[src/rtl/pipe_ctrl_if.sv]
// pipe_ctrl_if: hazard/stall request and pipeline-control bundle for pipe_ctrl.
//   master: pipeline side, drives hazard/ready/redirect/halt requests and
//           receives the PC and pipeline-register controls.
//   slave : pipe_ctrl side.
//   Requests : data_stall_flag, imem_ready, dmem_req, dmem_ready,
//              redirect_valid, redirect_pc[31:0], halt_req
//   Controls : pc_we, pc_sel, redirect_tgt[31:0], *_we enables, *_flush bubbles
interface pipe_ctrl_if;
    logic        data_stall_flag;
    logic        imem_ready;
    logic        dmem_req;
    logic        dmem_ready;
    logic        redirect_valid;
    logic [31:0] redirect_pc;
    logic        halt_req;

    logic        pc_we;
    logic        pc_sel;
    logic [31:0] redirect_tgt;
    logic        if_id_we;
    logic        id_exe_we;
    logic        exe_mem_we;
    logic        mem_wb_we;
    logic        if_id_flush;
    logic        id_exe_flush;
    logic        mem_wb_flush;

    modport master (
        output data_stall_flag, imem_ready, dmem_req, dmem_ready,
               redirect_valid, redirect_pc, halt_req,
        input  pc_we, pc_sel, redirect_tgt, if_id_we, id_exe_we, exe_mem_we,
               mem_wb_we, if_id_flush, id_exe_flush, mem_wb_flush
    );

    modport slave (
        input  data_stall_flag, imem_ready, dmem_req, dmem_ready,
               redirect_valid, redirect_pc, halt_req,
        output pc_we, pc_sel, redirect_tgt, if_id_we, id_exe_we, exe_mem_we,
               mem_wb_we, if_id_flush, id_exe_flush, mem_wb_flush
    );
endinterface

[src/rtl/pipe_ctrl.sv]
// pipe_ctrl: 5-stage pipeline stall/flush/redirect controller.
//   clk          : rising-edge clock
//   rst_n        : asynchronous active-low reset
//   bus          : pipe_ctrl_if.slave (hazard requests in, stage controls out)
//   ctrl_state   : BOOT=0, RUN=1, REDIR_PEND=2, HALT=3
//   stall_cycles : saturating count of RUN/REDIR_PEND cycles with pc_we=0
//   flush_events : wrapping count of accepted redirects
// Stage controls are combinational from state and requests. Priority in
// RUN/REDIR_PEND: halt, memory wait, redirect, data stall, fetch wait.
module pipe_ctrl (
    input  logic        clk,
    input  logic        rst_n,
    pipe_ctrl_if.slave  bus,
    output logic [1:0]  ctrl_state,
    output logic [31:0] stall_cycles,
    output logic [15:0] flush_events
);
    typedef enum logic [1:0] {
        BOOT       = 2'd0,
        RUN        = 2'd1,
        REDIR_PEND = 2'd2,
        HALT       = 2'd3
    } state_e;

    state_e      state_q, state_d;
    logic [31:0] tgt_q, tgt_d;
    logic [31:0] stall_q, stall_d;
    logic [15:0] fev_q, fev_d;

    logic mem_wait;
    logic pc_we_c, pc_sel_c, tgt_live_c;
    logic if_id_we_c, id_exe_we_c, exe_mem_we_c, mem_wb_we_c;
    logic if_id_fl_c, id_exe_fl_c, mem_wb_fl_c;

    assign mem_wait = bus.dmem_req & ~bus.dmem_ready;

    always_ff @(posedge clk or negedge rst_n) begin
        if (!rst_n) begin
            state_q <= BOOT;
            tgt_q   <= '0;
            stall_q <= '0;
            fev_q   <= '0;
        end else begin
            state_q <= state_d;
            tgt_q   <= tgt_d;
            stall_q <= stall_d;
            fev_q   <= fev_d;
        end
    end

    always_comb begin
        state_d = state_q;
        tgt_d   = tgt_q;
        fev_d   = fev_q;
        stall_d = stall_q;
        unique case (state_q)
            BOOT: state_d = RUN;
            RUN: begin
                if (bus.halt_req) begin
                    state_d = HALT;
                end else if (!mem_wait && bus.redirect_valid) begin
                    tgt_d = bus.redirect_pc;
                    fev_d = fev_q + 16'd1;
                    if (!bus.imem_ready) state_d = REDIR_PEND;
                end
            end
            REDIR_PEND: begin
                if (bus.halt_req)                    state_d = HALT;
                else if (!mem_wait && bus.imem_ready) state_d = RUN;
            end
            HALT: state_d = HALT;
        endcase
        if ((state_q == RUN || state_q == REDIR_PEND) && !pc_we_c && stall_q != '1)
            stall_d = stall_q + 32'd1;
    end

    always_comb begin
        pc_we_c      = 1'b0;
        pc_sel_c     = 1'b0;
        tgt_live_c   = 1'b0;
        if_id_we_c   = 1'b0;
        id_exe_we_c  = 1'b0;
        exe_mem_we_c = 1'b0;
        mem_wb_we_c  = 1'b0;
        if_id_fl_c   = 1'b0;
        id_exe_fl_c  = 1'b0;
        mem_wb_fl_c  = 1'b0;
        unique case (state_q)
            BOOT: begin
                if_id_fl_c  = 1'b1;
                id_exe_fl_c = 1'b1;
                mem_wb_fl_c = 1'b1;
            end
            HALT: ;
            RUN, REDIR_PEND: begin
                if (!bus.halt_req) begin
                    if_id_we_c   = 1'b1;
                    id_exe_we_c  = 1'b1;
                    exe_mem_we_c = 1'b1;
                    mem_wb_we_c  = 1'b1;
                    if (mem_wait) begin
                        // EXE is frozen so any redirect it raises is retried later.
                        if_id_we_c   = 1'b0;
                        id_exe_we_c  = 1'b0;
                        exe_mem_we_c = 1'b0;
                        mem_wb_fl_c  = 1'b1;
                        if (state_q == REDIR_PEND) if_id_fl_c = 1'b1;
                    end else if (state_q == REDIR_PEND) begin
                        // ID/EXE hold only bubbles here, so redirects and data
                        // stalls are not acted on; the fetched word is dropped.
                        if_id_fl_c = 1'b1;
                        if (bus.imem_ready) begin
                            pc_we_c  = 1'b1;
                            pc_sel_c = 1'b1;
                        end
                    end else if (bus.redirect_valid) begin
                        if_id_fl_c  = 1'b1;
                        id_exe_fl_c = 1'b1;
                        if (bus.imem_ready) begin
                            pc_we_c    = 1'b1;
                            pc_sel_c   = 1'b1;
                            tgt_live_c = 1'b1;
                        end
                    end else if (bus.data_stall_flag) begin
                        if_id_we_c  = 1'b0;
                        id_exe_fl_c = 1'b1;
                    end else if (!bus.imem_ready) begin
                        if_id_fl_c = 1'b1;
                    end else begin
                        pc_we_c = 1'b1;
                    end
                end
            end
        endcase
    end

    // A flushed register loads the bubble, so its enable is masked off.
    assign bus.pc_we        = pc_we_c;
    assign bus.pc_sel       = pc_sel_c;
    assign bus.redirect_tgt = tgt_live_c ? bus.redirect_pc : tgt_q;
    assign bus.if_id_we     = if_id_we_c & ~if_id_fl_c;
    assign bus.id_exe_we    = id_exe_we_c & ~id_exe_fl_c;
    assign bus.exe_mem_we   = exe_mem_we_c;
    assign bus.mem_wb_we    = mem_wb_we_c & ~mem_wb_fl_c;
    assign bus.if_id_flush  = if_id_fl_c;
    assign bus.id_exe_flush = id_exe_fl_c;
    assign bus.mem_wb_flush = mem_wb_fl_c;

    assign ctrl_state   = state_q;
    assign stall_cycles = stall_q;
    assign flush_events = fev_q;
endmodule

[src/flat_wrapper.sv]
// flat-port wrapper written by rule: the top's interface ports become plain ports
module pipe_ctrl_flat 
  (clk, rst_n, ctrl_state, stall_cycles, flush_events, bus_data_stall_flag, bus_imem_ready, bus_dmem_req, bus_dmem_ready, bus_redirect_valid, bus_redirect_pc, bus_halt_req, bus_pc_we, bus_pc_sel, bus_redirect_tgt, bus_if_id_we, bus_id_exe_we, bus_exe_mem_we, bus_mem_wb_we, bus_if_id_flush, bus_id_exe_flush, bus_mem_wb_flush);
  pipe_ctrl_if bus_i ();
  input  logic clk;
  input  logic rst_n;
  output logic [1:0] ctrl_state;
  output logic [31:0] stall_cycles;
  output logic [15:0] flush_events;
  input wire logic [$bits(bus_i.data_stall_flag)-1:0] bus_data_stall_flag;
  input wire logic [$bits(bus_i.imem_ready)-1:0] bus_imem_ready;
  input wire logic [$bits(bus_i.dmem_req)-1:0] bus_dmem_req;
  input wire logic [$bits(bus_i.dmem_ready)-1:0] bus_dmem_ready;
  input wire logic [$bits(bus_i.redirect_valid)-1:0] bus_redirect_valid;
  input wire logic [$bits(bus_i.redirect_pc)-1:0] bus_redirect_pc;
  input wire logic [$bits(bus_i.halt_req)-1:0] bus_halt_req;
  output wire logic [$bits(bus_i.pc_we)-1:0] bus_pc_we;
  output wire logic [$bits(bus_i.pc_sel)-1:0] bus_pc_sel;
  output wire logic [$bits(bus_i.redirect_tgt)-1:0] bus_redirect_tgt;
  output wire logic [$bits(bus_i.if_id_we)-1:0] bus_if_id_we;
  output wire logic [$bits(bus_i.id_exe_we)-1:0] bus_id_exe_we;
  output wire logic [$bits(bus_i.exe_mem_we)-1:0] bus_exe_mem_we;
  output wire logic [$bits(bus_i.mem_wb_we)-1:0] bus_mem_wb_we;
  output wire logic [$bits(bus_i.if_id_flush)-1:0] bus_if_id_flush;
  output wire logic [$bits(bus_i.id_exe_flush)-1:0] bus_id_exe_flush;
  output wire logic [$bits(bus_i.mem_wb_flush)-1:0] bus_mem_wb_flush;
  assign bus_i.data_stall_flag = bus_data_stall_flag;
  assign bus_i.imem_ready = bus_imem_ready;
  assign bus_i.dmem_req = bus_dmem_req;
  assign bus_i.dmem_ready = bus_dmem_ready;
  assign bus_i.redirect_valid = bus_redirect_valid;
  assign bus_i.redirect_pc = bus_redirect_pc;
  assign bus_i.halt_req = bus_halt_req;
  assign bus_pc_we = bus_i.pc_we;
  assign bus_pc_sel = bus_i.pc_sel;
  assign bus_redirect_tgt = bus_i.redirect_tgt;
  assign bus_if_id_we = bus_i.if_id_we;
  assign bus_id_exe_we = bus_i.id_exe_we;
  assign bus_exe_mem_we = bus_i.exe_mem_we;
  assign bus_mem_wb_we = bus_i.mem_wb_we;
  assign bus_if_id_flush = bus_i.if_id_flush;
  assign bus_id_exe_flush = bus_i.id_exe_flush;
  assign bus_mem_wb_flush = bus_i.mem_wb_flush;
  pipe_ctrl u_core (.clk(clk), .rst_n(rst_n), .bus(bus_i), .ctrl_state(ctrl_state), .stall_cycles(stall_cycles), .flush_events(flush_events));
endmodule
[config.mk]
export PLATFORM = sky130hd
export DESIGN_NAME = pipe_ctrl_flat
export DESIGN_NICKNAME = d
export VERILOG_FILES = /design/src/rtl/pipe_ctrl_if.sv /design/src/rtl/pipe_ctrl.sv /design/src/flat_wrapper.sv
export SDC_FILE = /design/constraint.sdc
export NUM_CORES = 1
export LEC_CHECK = 0
export BUFFER_PORTS_ARGS = -buffer_cell sky130_fd_sc_hd__buf_2
export CORE_UTILIZATION = 39
export DETAILED_ROUTE_END_ITERATION = 8
export PLACE_DENSITY = 0.69
export SKIP_LAST_GASP = 1
export SLEW_MARGIN = 10
export SYNTH_ARGS = -nofsm -noshare
export SYNTH_HDL_FRONTEND = slang
export SYNTH_SLANG_ARGS = --single-unit
[constraint.sdc]
create_clock -name clk -period 5.15 [get_ports clk]
set_input_delay 1.545 -clock clk [delete_from_list [all_inputs] [get_ports clk]]
set_output_delay 1.545 -clock clk [all_outputs]
set_load 0.01 [all_outputs]
# After elaboration in Yosys (flattened, before gate mapping)
# Cells that the tools add are included.
# word_totals
ff_bits	82
elab_cells	84
out_inout_bits	91
latch_bits	0
mem_bits_ro	0
ramBits	0
input_bits	40
memories	0
# op_classes
add_sub_neg	2
n_mul	0
div	0
n_shift	0
bitwise_logic	9
n_lt_le_gt_ge	0
muxes	51
n_eq_ne	7
n_reduce_logical	11
# op_table
op	n
1-bit two-way mux	41
32-bit by 1-bit adder with 32-bit output, second input constant	1
32-bit two-way mux	1
32-bit inequality test, second input constant	1
16-bit by 1-bit adder with 16-bit output, second input constant	1
2-bit two-way mux	5
2-bit one-hot mux with 4 select lines	1
3-bit by 2-bit inequality test with 1-bit output, second input constant	2
1-bit one-hot mux with 2 select lines	3
3-bit AND reduction	2
1-bit inverter	5
1-bit AND	4
2-bit equality test, second input constant	2
1-bit logical AND	4
3-bit inequality test, second input constant	1
2-bit by 1-bit equality test with 1-bit output, second input constant	1
1-bit logical NOT	2
2-bit logical NOT	1
2-bit OR reduction	1
1-bit logical OR	1

# Depth between registers and ports, before layout
# Gate-level depths: netlist (run 1).
# logic_depth
depth_word	10
depth_mapped	8
depth_no_buf	7

# Worst setup path before layout (run 1)
# OpenSTA, ideal clock, no wires.
# synth_timing
kind	in2out
startpoint	in bus_halt_req
endpoint	out bus_redirect_tgt[10]
path_buffers	2
required_ps	3605
path_stages	6
slack_ps	667
arrival_ps	2938
path_cell_list	clkbuf_1 > nand2b_1 > nor2_1 > nand4b_1 > buf_2 > mux2_2
# synth_via
elab_chain_cells	3
# synth_lines
element	line	rtl
start: declaration	flat_wrapper.sv:16	input wire logic [$bits(bus_i.halt_req)-1:0] bus_halt_req;
1-bit two-way mux	pipe_ctrl.sv:96	if (!bus.halt_req) begin
1-bit two-way mux	pipe_ctrl.sv:88	unique case (state_q)
32-bit two-way mux	pipe_ctrl.sv:140	assign bus.redirect_tgt = tgt_live_c ? bus.redirect_pc : tgt_q;
end: declaration	flat_wrapper.sv:19	output wire logic [$bits(bus_i.redirect_tgt)-1:0] bus_redirect_tgt;
# No other way between the ends.

# Final worst setup path (run 1)
# layout_timing
startpoint	in bus_halt_req
endpoint	out bus_redirect_tgt[11]
# Same word-level chain as after synthesis.

==> reports/results.md, run 1 <==
• completed — outcome
• 82 — Sink Count
• 4 — first-pass detailed-route iteration total
• sky130_fd_sc_hd__mux2_2 — library cell contributing the largest single delay on the critical path
• 3191 — total via count after detailed routing
• 5209 sq um — Design Area, Final
• 98 — drt first-iter violations
• 130 — number of buffers added on ports
• 0 — yosys warns
• 11.81 sq um — average instance area after synthesis
• 0.200 — clock network fraction of total power
• 4671 ps — final worst path period need
• 0 ps — Setup TNS Final
• 357 — synthesized netlist cell count
• 467.9 ps — worst hold-check slack
• 82 — register bit total from synthesis
• 3 — H-tree depth reported by CTS
• 0 — number of enable-type register cells in the synthesized netlist
• 5.057 — Via-to-Cell Ratio
• 0.4866 — fraction of the yosys area taken by sequential cells
• 11230 sq um — floorplan die area
• 811.4 uW — reported net switching power
• 0 — post-CTS repair timing setup buffer count
• 3130 ps — arrival time of the worst setup path
• 14.80 um — average detailed-routed wire length per instance
• 400 ps — critical path's largest stage delay
• buf_2, nand2b_1, nor2_1, nand4b_1, buf_4, mux2_2, buf_2 — crit path cell chain
• 0.3486 — switching share of power
• 0 — Final Max Slew Viols
• 0 — DRC
• 0.1708 — all-layer global routing usage
• 4217 sq um — Syn Std Cell Area
• 131 — number of top-level pins
• 0 — final global-route overflow total
• 44 — Netlist cell types
• 32 — maximum fanout count along the critical path
• sky130_fd_sc_hd__dfrtp_1 — prevailing post-synth register cell
• 1030 ps — slew at the pin closest to its max-slew limit
• 0 — final setup violating endpoints
• 6.719 mm — final HPWL from detailed placement
• 1.000 — fraction of registers with async set or reset after synthesis
• reg2reg — worst min path class
• 631 — final instance count without filler cells
• 486.4 ps — placement-stage worst setup slack
• 1.516 mW — internal portion of total power
• sky130_fd_sc_hd__clkbuf_8 — CTS root buf
• in2out — category of the critical setup timing path
• no — setup repair after global routing missed its margin
• 0 — remaining number of nets flagged by the antenna check after routing
• 0.4048 — initial core utilization
• 106.0 um — width of the die
• 0.2170 mV — maximum resistive drop on vdd
• 0 — max-cap check violation count
• 2.586 nW — LEAKAGE
• 0.2141 GHz — maximum clock frequency
• 0 — cts repair resizes
• 536 — final-stage net count
• built — TritonCTS clock tree
• 1 — number of antenna violations at the first check in global routing
• sky130_fd_sc_hd__buf_2 — most used cell along the critical path
• 478.7 ps — final critical-path setup slack
• 960 — layout filler cell count
• output port — type of element capturing the critical path
• 614 — placed insts
• 3610 ps — data required time of the critical path
• 404 — net count after synthesis
• 9.017 ps — setup skew after layout
• 0.4595 — share of cells above drive strength 1
• 106.0 um — Die Span Y
• 10420 sq um — area of the placeable core
• 80 ps — clock transition at the registers of the reported paths
• 9.338 mm — WL final
• 0 — CTS Hold Buffers Added
• 0.9070 — Final Cycle Share
• 0.3135 — Rel. slew slack
• 0 — Final Hold Fails
• 350 ps — clock insertion delay at the later pin of the skew report
• 37 — number of placement rows
• 83 — maximum number of pins on one net before global-route repair
• 23.53% — area delta synth->final
• 0.405 — Seq pwr share
• 15.10 mm — first-pass GRT wire length
• 2 — Clock Tree Buf Depth
• 0.395 — portion of total power attributed to combinational logic
• 5011 sq um — total cell area at the placement stage
• 9 — total clock buffers created by CTS
• 0.8324 — Final GP Congestion
• 3098 — via count of the first global-routing pass
• input pin — startpoint type of the worst setup path
• 446.8 nW/um^2 — areal power density over the cells
==> layer usage <==
layer  share of wire  wire, um  track usage
met5               0         0            0
met4           0.018       172      0.08234
met3           0.060       559      0.03985
met2            0.46      4282       0.2661
met1            0.46      4324       0.2236
==> flip-flops by register name, summed over array words and instances, names as in the netlist <==
register	count
u_core.ctrl_state	2
u_core.flush_events	16
u_core.stall_cycles	32
u_core.tgt_q	32
==> stage by stage <==
step | utilization | power, mW
2_1_floorplan | - | 1.532
3_3_place_gp | 0.4811 | 1.845
3_5_place_dp | 0.4811 | 1.880
4_1_cts | 0.4998 | 2.355
5_1_grt | 0.4998 | 2.479
6_report | 0.5001 | 2.327
==> worst paths after layout <==
| check | depth (start not counted) | startpoint | to | slack, ps |
|---|---|---|---|---|
| min in group asynchronous | 1 | rst_n | u_core.flush_events[12] | 1380 |
| max in group asynchronous | 1 | rst_n | u_core.stall_cycles[20] | 3120 |
| hold reg to reg | 1 | u_core.flush_events[15] | u_core.flush_events[15] | 470 |
| setup / recovery | 7 | bus_halt_req | bus_redirect_tgt[11] | 480 |
| hold / removal | 1 | u_core.flush_events[15] | u_core.flush_events[15] | 470 |
| setup reg to reg | 7 | u_core.ctrl_state[0] | u_core.stall_cycles[20] | 2750 |
==> cells by family after synthesis <==
kind of cell | Yosys count | synth area share
xor gates and xnor gates | 45 | 0.09347
DFF | 82 | 0.4866
and+or+nand+nor | 121 | 0.1742
AOI/OAI and AO/OA | 17 | 0.02879
buffers and inverters | 19 | 0.01988
adders and majority gates | 7 | 0.02077
muxes | 66 | 0.1763
==> cell usage in the layout (no fill, tap or decap), drive strengths merged <==
cell type	n
clkbuf	11
buf	133
or3	1
bufinv	1
nand4b	2
or4	1
nand4	18
inv	7
xnor2	23
nor3b	3
nor4b	3
a31oi	4
and2	2
nand2	20
nor2b	2
nand2b	2
a21oi	6
diode	1
or2	3
and4	1
o21bai	1
dfrtp	82
xor2	22
clkinv	4
a211oi	1
nor2	21
or4b	1
mux2	66
o21ai	1
o21a	1
nand3b	1
a21o	1
nor3	8
nor4	9
nand3	12
o41ai	1
ha	7
and3	11
a2111oi	1
==> cell usage after synthesis, types with 3 or more instances <==
library cell | instances | area (sq um)
sky130_fd_sc_hd__nand3_1 | 12 | 60.06
sky130_fd_sc_hd__xnor2_1 | 23 | 201.4
sky130_fd_sc_hd__a31oi_1 | 3 | 18.77
sky130_fd_sc_hd__nor2_1 | 21 | 78.83
sky130_fd_sc_hd__buf_2 | 10 | 50.05
sky130_fd_sc_hd__ha_1 | 7 | 87.58
sky130_fd_sc_hd__nor4_1 | 6 | 37.54
sky130_fd_sc_hd__nor3_1 | 6 | 30.03
sky130_fd_sc_hd__and3_1 | 11 | 68.82
sky130_fd_sc_hd__xor2_1 | 22 | 192.7
sky130_fd_sc_hd__mux2_2 | 66 | 743.2
sky130_fd_sc_hd__a21oi_1 | 6 | 30.03
sky130_fd_sc_hd__dfrtp_1 | 82 | 2052
sky130_fd_sc_hd__inv_1 | 7 | 26.28
sky130_fd_sc_hd__nand4_1 | 16 | 100.1
sky130_fd_sc_hd__nand2_1 | 20 | 75.07
==> power groups by stage <==
stage / clock, mW / sequential (mW) / combinational [mW]
after detailed placement: 0 / 0.954 / 0.926
after global placement: 0 / 0.946 / 0.900
after global routing: 0.509 / 0.970 / 1.00
final: 0.465 / 0.943 / 0.919
after floorplan: 0 / 0.942 / 0.590
after CTS: 0.484 / 0.942 / 0.930
==> layout make-up <==
cell class                 count  area, sq um  share of cell area
tap                          136        170.2             0.03267
timing repair buffer         133        675.6              0.1297
clock buffer                  11        141.4             0.02714
multi-input combinational    256         2087              0.4007
clock inverter                 5        53.80             0.01033
antenna                        1        2.502           0.0004804
sequential                    82         2052              0.3939
inverter                       7        26.28            0.005044
==> worst max-delay path: cells and delay by family <==
family / cells / cell delay [ps]
buf+inv: 3 / 710
mux: 1 / 400
simple gates: 3 / 450
(Power assumes the default switching activity.)
==> inputs of run 2 (changes only) <==
--- a/config.mk
+++ b/config.mk
@@ -6,6 +6,7 @@
 export NUM_CORES = 1
 export LEC_CHECK = 0
 export BUFFER_PORTS_ARGS = -buffer_cell sky130_fd_sc_hd__buf_2
+export CORE_MARGIN = 2
 export CORE_UTILIZATION = 39
 export DETAILED_ROUTE_END_ITERATION = 8
 export PLACE_DENSITY = 0.69
==> constraint.sdc (replaced) <==
create_clock -name clk -period 5.6 [get_ports clk]
set_input_delay 1.68 -clock clk [delete_from_list [all_inputs] [get_ports clk]]
set_output_delay 1.68 -clock clk [all_outputs]
set_load 0.01 [all_outputs]
==> reports/results.md, run 2 (synthesis results as in run 1) <==
• 0.4604 — share of cells above drive strength 1, +0.0009321
• reg2reg — worst min path class
• 5.124 — Via-to-Cell Ratio, +1.3%
• 131 — number of top-level pins, unchanged
• sky130_fd_sc_hd__buf_2 — most used cell along the critical path
• 3250 ps — arrival time of the worst setup path, +120 ps
• 400.7 nW/um^2 — areal power density over the cells, -10%
• 5 — first-pass detailed-route iteration total, +1
• 2052 sq um — register area, unchanged
• 0.2028 GHz — maximum clock frequency
• 10420 sq um — area of the placeable core, unchanged
• 108.0 um — width of the die, +1.9%
• 560 um — total length of routed met3 wires, +0.18%
• 0 — Final Max Slew Viols, unchanged
• no — setup repair after global routing missed its margin
• 340 ps — clock insertion delay at the later pin of the skew report, about the same
• 0 — remaining number of nets flagged by the antenna check after routing, unchanged
• 0 — number of antenna violations at the first check in global routing, -1
• 158 — drt first-iter violations, +61%
• 0.8807 — Final Cycle Share
• sky130_fd_sc_hd__mux2_2 — library cell contributing the largest single delay on the critical path
• 0.3161 — Rel. slew slack, +0.002624
• built — TritonCTS clock tree
• sky130_fd_sc_hd__clkbuf_8 — CTS root buf
• 2.571 nW — LEAKAGE, -0.59%
• 0 — final setup violating endpoints, unchanged
• 0 — CTS Hold Buffers Added, unchanged
• 14.35 um — average detailed-routed wire length per instance, -3.1%
• buf_2, nand2b_1, nor2_1, nand4b_1, buf_4, mux2_2, buf_2 — crit path cell chain
• 82 — Sink Count, unchanged
• 10.27 ps — setup skew after layout, +1.252 ps
• 4932 ps — final worst path period need
• 0 — final global-route overflow total, unchanged
• input pin — startpoint type of the worst setup path
• 11660 sq um — floorplan die area, +3.8%
• 4.060 mm — Metal-1 WL, -6.1%
• output port — type of element capturing the critical path
• 0.4048 — initial core utilization, unchanged
• 536 — final-stage net count, unchanged
• in2out — category of the critical setup timing path
• sky130_fd_sc_hd__buf_2, sky130_fd_sc_hd__dfrtp_1, sky130_fd_sc_hd__mux2_2 — commonest non-fill, non-tap cells in the layout
• 14.35 mm — first-pass GRT wire length, -5.0%
• completed — outcome
• 0 — post-CTS repair timing setup buffer count, unchanged
• 0.1833 mV — maximum resistive drop on vdd, -16%
• 0 — cts repair resizes, unchanged
• met4 — highest routed layer
• 32 — maximum fanout count along the critical path, unchanged
• 0.1554 — all-layer global routing usage, -0.01536
• 3920 ps — data required time of the critical path, +310 ps
• 2 — Clock Tree Buf Depth, unchanged
• 22.85% — area delta synth->final
• 390 ps — critical path's largest stage delay, about the same
• 83 — maximum number of pins on one net before global-route repair, unchanged
• 3030 — via count of the first global-routing pass, -2.2%
• 3 — H-tree depth reported by CTS, unchanged
• 0.8200 — Final GP Congestion, -1.5%
• 37 — number of placement rows, unchanged
• 6.572 mm — final HPWL from detailed placement, -2.2%
• 80 ps — clock transition at the registers of the reported paths, about the same
• 130 — number of buffers added on ports, unchanged
• 0 — count of inserted antenna diode cells, -1
• 0 ps — Setup TNS Final, unchanged
• 4.369 mm — routed wl met2, +2.0%
• 2087 sq um — area of combinational cells with multiple inputs, unchanged
• 1026 ps — slew at the pin closest to its max-slew limit, -3.937 ps
• 0 — max-cap check violation count, unchanged
• 9.024 mm — WL final, -3.4%
• 0.4973 — post-layout util, -0.002763
• 108.0 um — Die Span Y, +1.9%
• 962 — layout filler cell count, +0.21%
• 9 — total clock buffers created by CTS, unchanged
• sky130_fd_sc_hd__buf_2 — most common cell after layout, fill and taps aside
• 3223 — total via count after detailed routing, +1.0%
• 0 — Final Hold Fails, unchanged
• 0 — DRC, unchanged
[run 2: final timing paths]
path,startpoint,end,slack [ps],depth (start not counted)
setup / recovery,bus_halt_req,bus_redirect_tgt[27],670,7
hold / removal,u_core.flush_events[15],u_core.flush_events[15],490,1
setup reg to reg,u_core.ctrl_state[0],u_core.stall_cycles[24],3220,7
hold reg to reg,u_core.flush_events[15],u_core.flush_events[15],490,1
max in group asynchronous,rst_n,u_core.stall_cycles[3],3420,1
min in group asynchronous,rst_n,u_core.flush_events[15],1480,1
[run 2: area by class of cell]
cell class / count / share of cell area
Inverter: 7 / 0.005072
Tap cell: 136 / 0.03285
Sequential cell: 82 / 0.3961
Clock buffer: 10 / 0.02657
Multi-Input combinational cell: 256 / 0.4029
Timing Repair Buffer: 133 / 0.1304
Clock inverter: 5 / 0.006039
[run 2: through the flow]
step | hold WS, ps | cell area, sq um | power, mW | worst slack [ps] | cells
detailed placement | 476.9 | 5011 | 1.718 | 662.2 | 614
floorplan | 475.0 | 4217 | 1.409 | 847.0 | 357
finish | 485.6 | 5180 | 2.076 | 667.8 | 629
global placement | 452.5 | 5011 | 1.695 | 713.8 | 614
CTS | 494.5 | 5180 | 2.110 | 659.8 | 629
global route | 516.6 | 5180 | 2.222 | 564.6 | 629
[run 2: report_power, final]
group,switching (mW),total (mW),internal [mW],leakage (nW)
combinational,0.407,0.835,0.428,1.42
clock,0.210,0.380,0.169,0.0879
sequential,0.111,0.861,0.750,1.06
[run 2: layer usage]
metal | vias to the layer above | GRT usage
li1 | 1545 | -
met1 | 1575 | 0.2006
met2 | 99 | 0.2597
met3 | 4 | 0.04461
met4 | 0 | 0.03571
met5 | - | 0
[run 2: worst max-delay path, delay by kind of cell]
| kind | cells | cell delay (ps) |
|---|---|---|
| and+or+nand+nor | 3 | 450 |
| muxes | 1 | 390 |
| buffers and inverters | 3 | 700 |
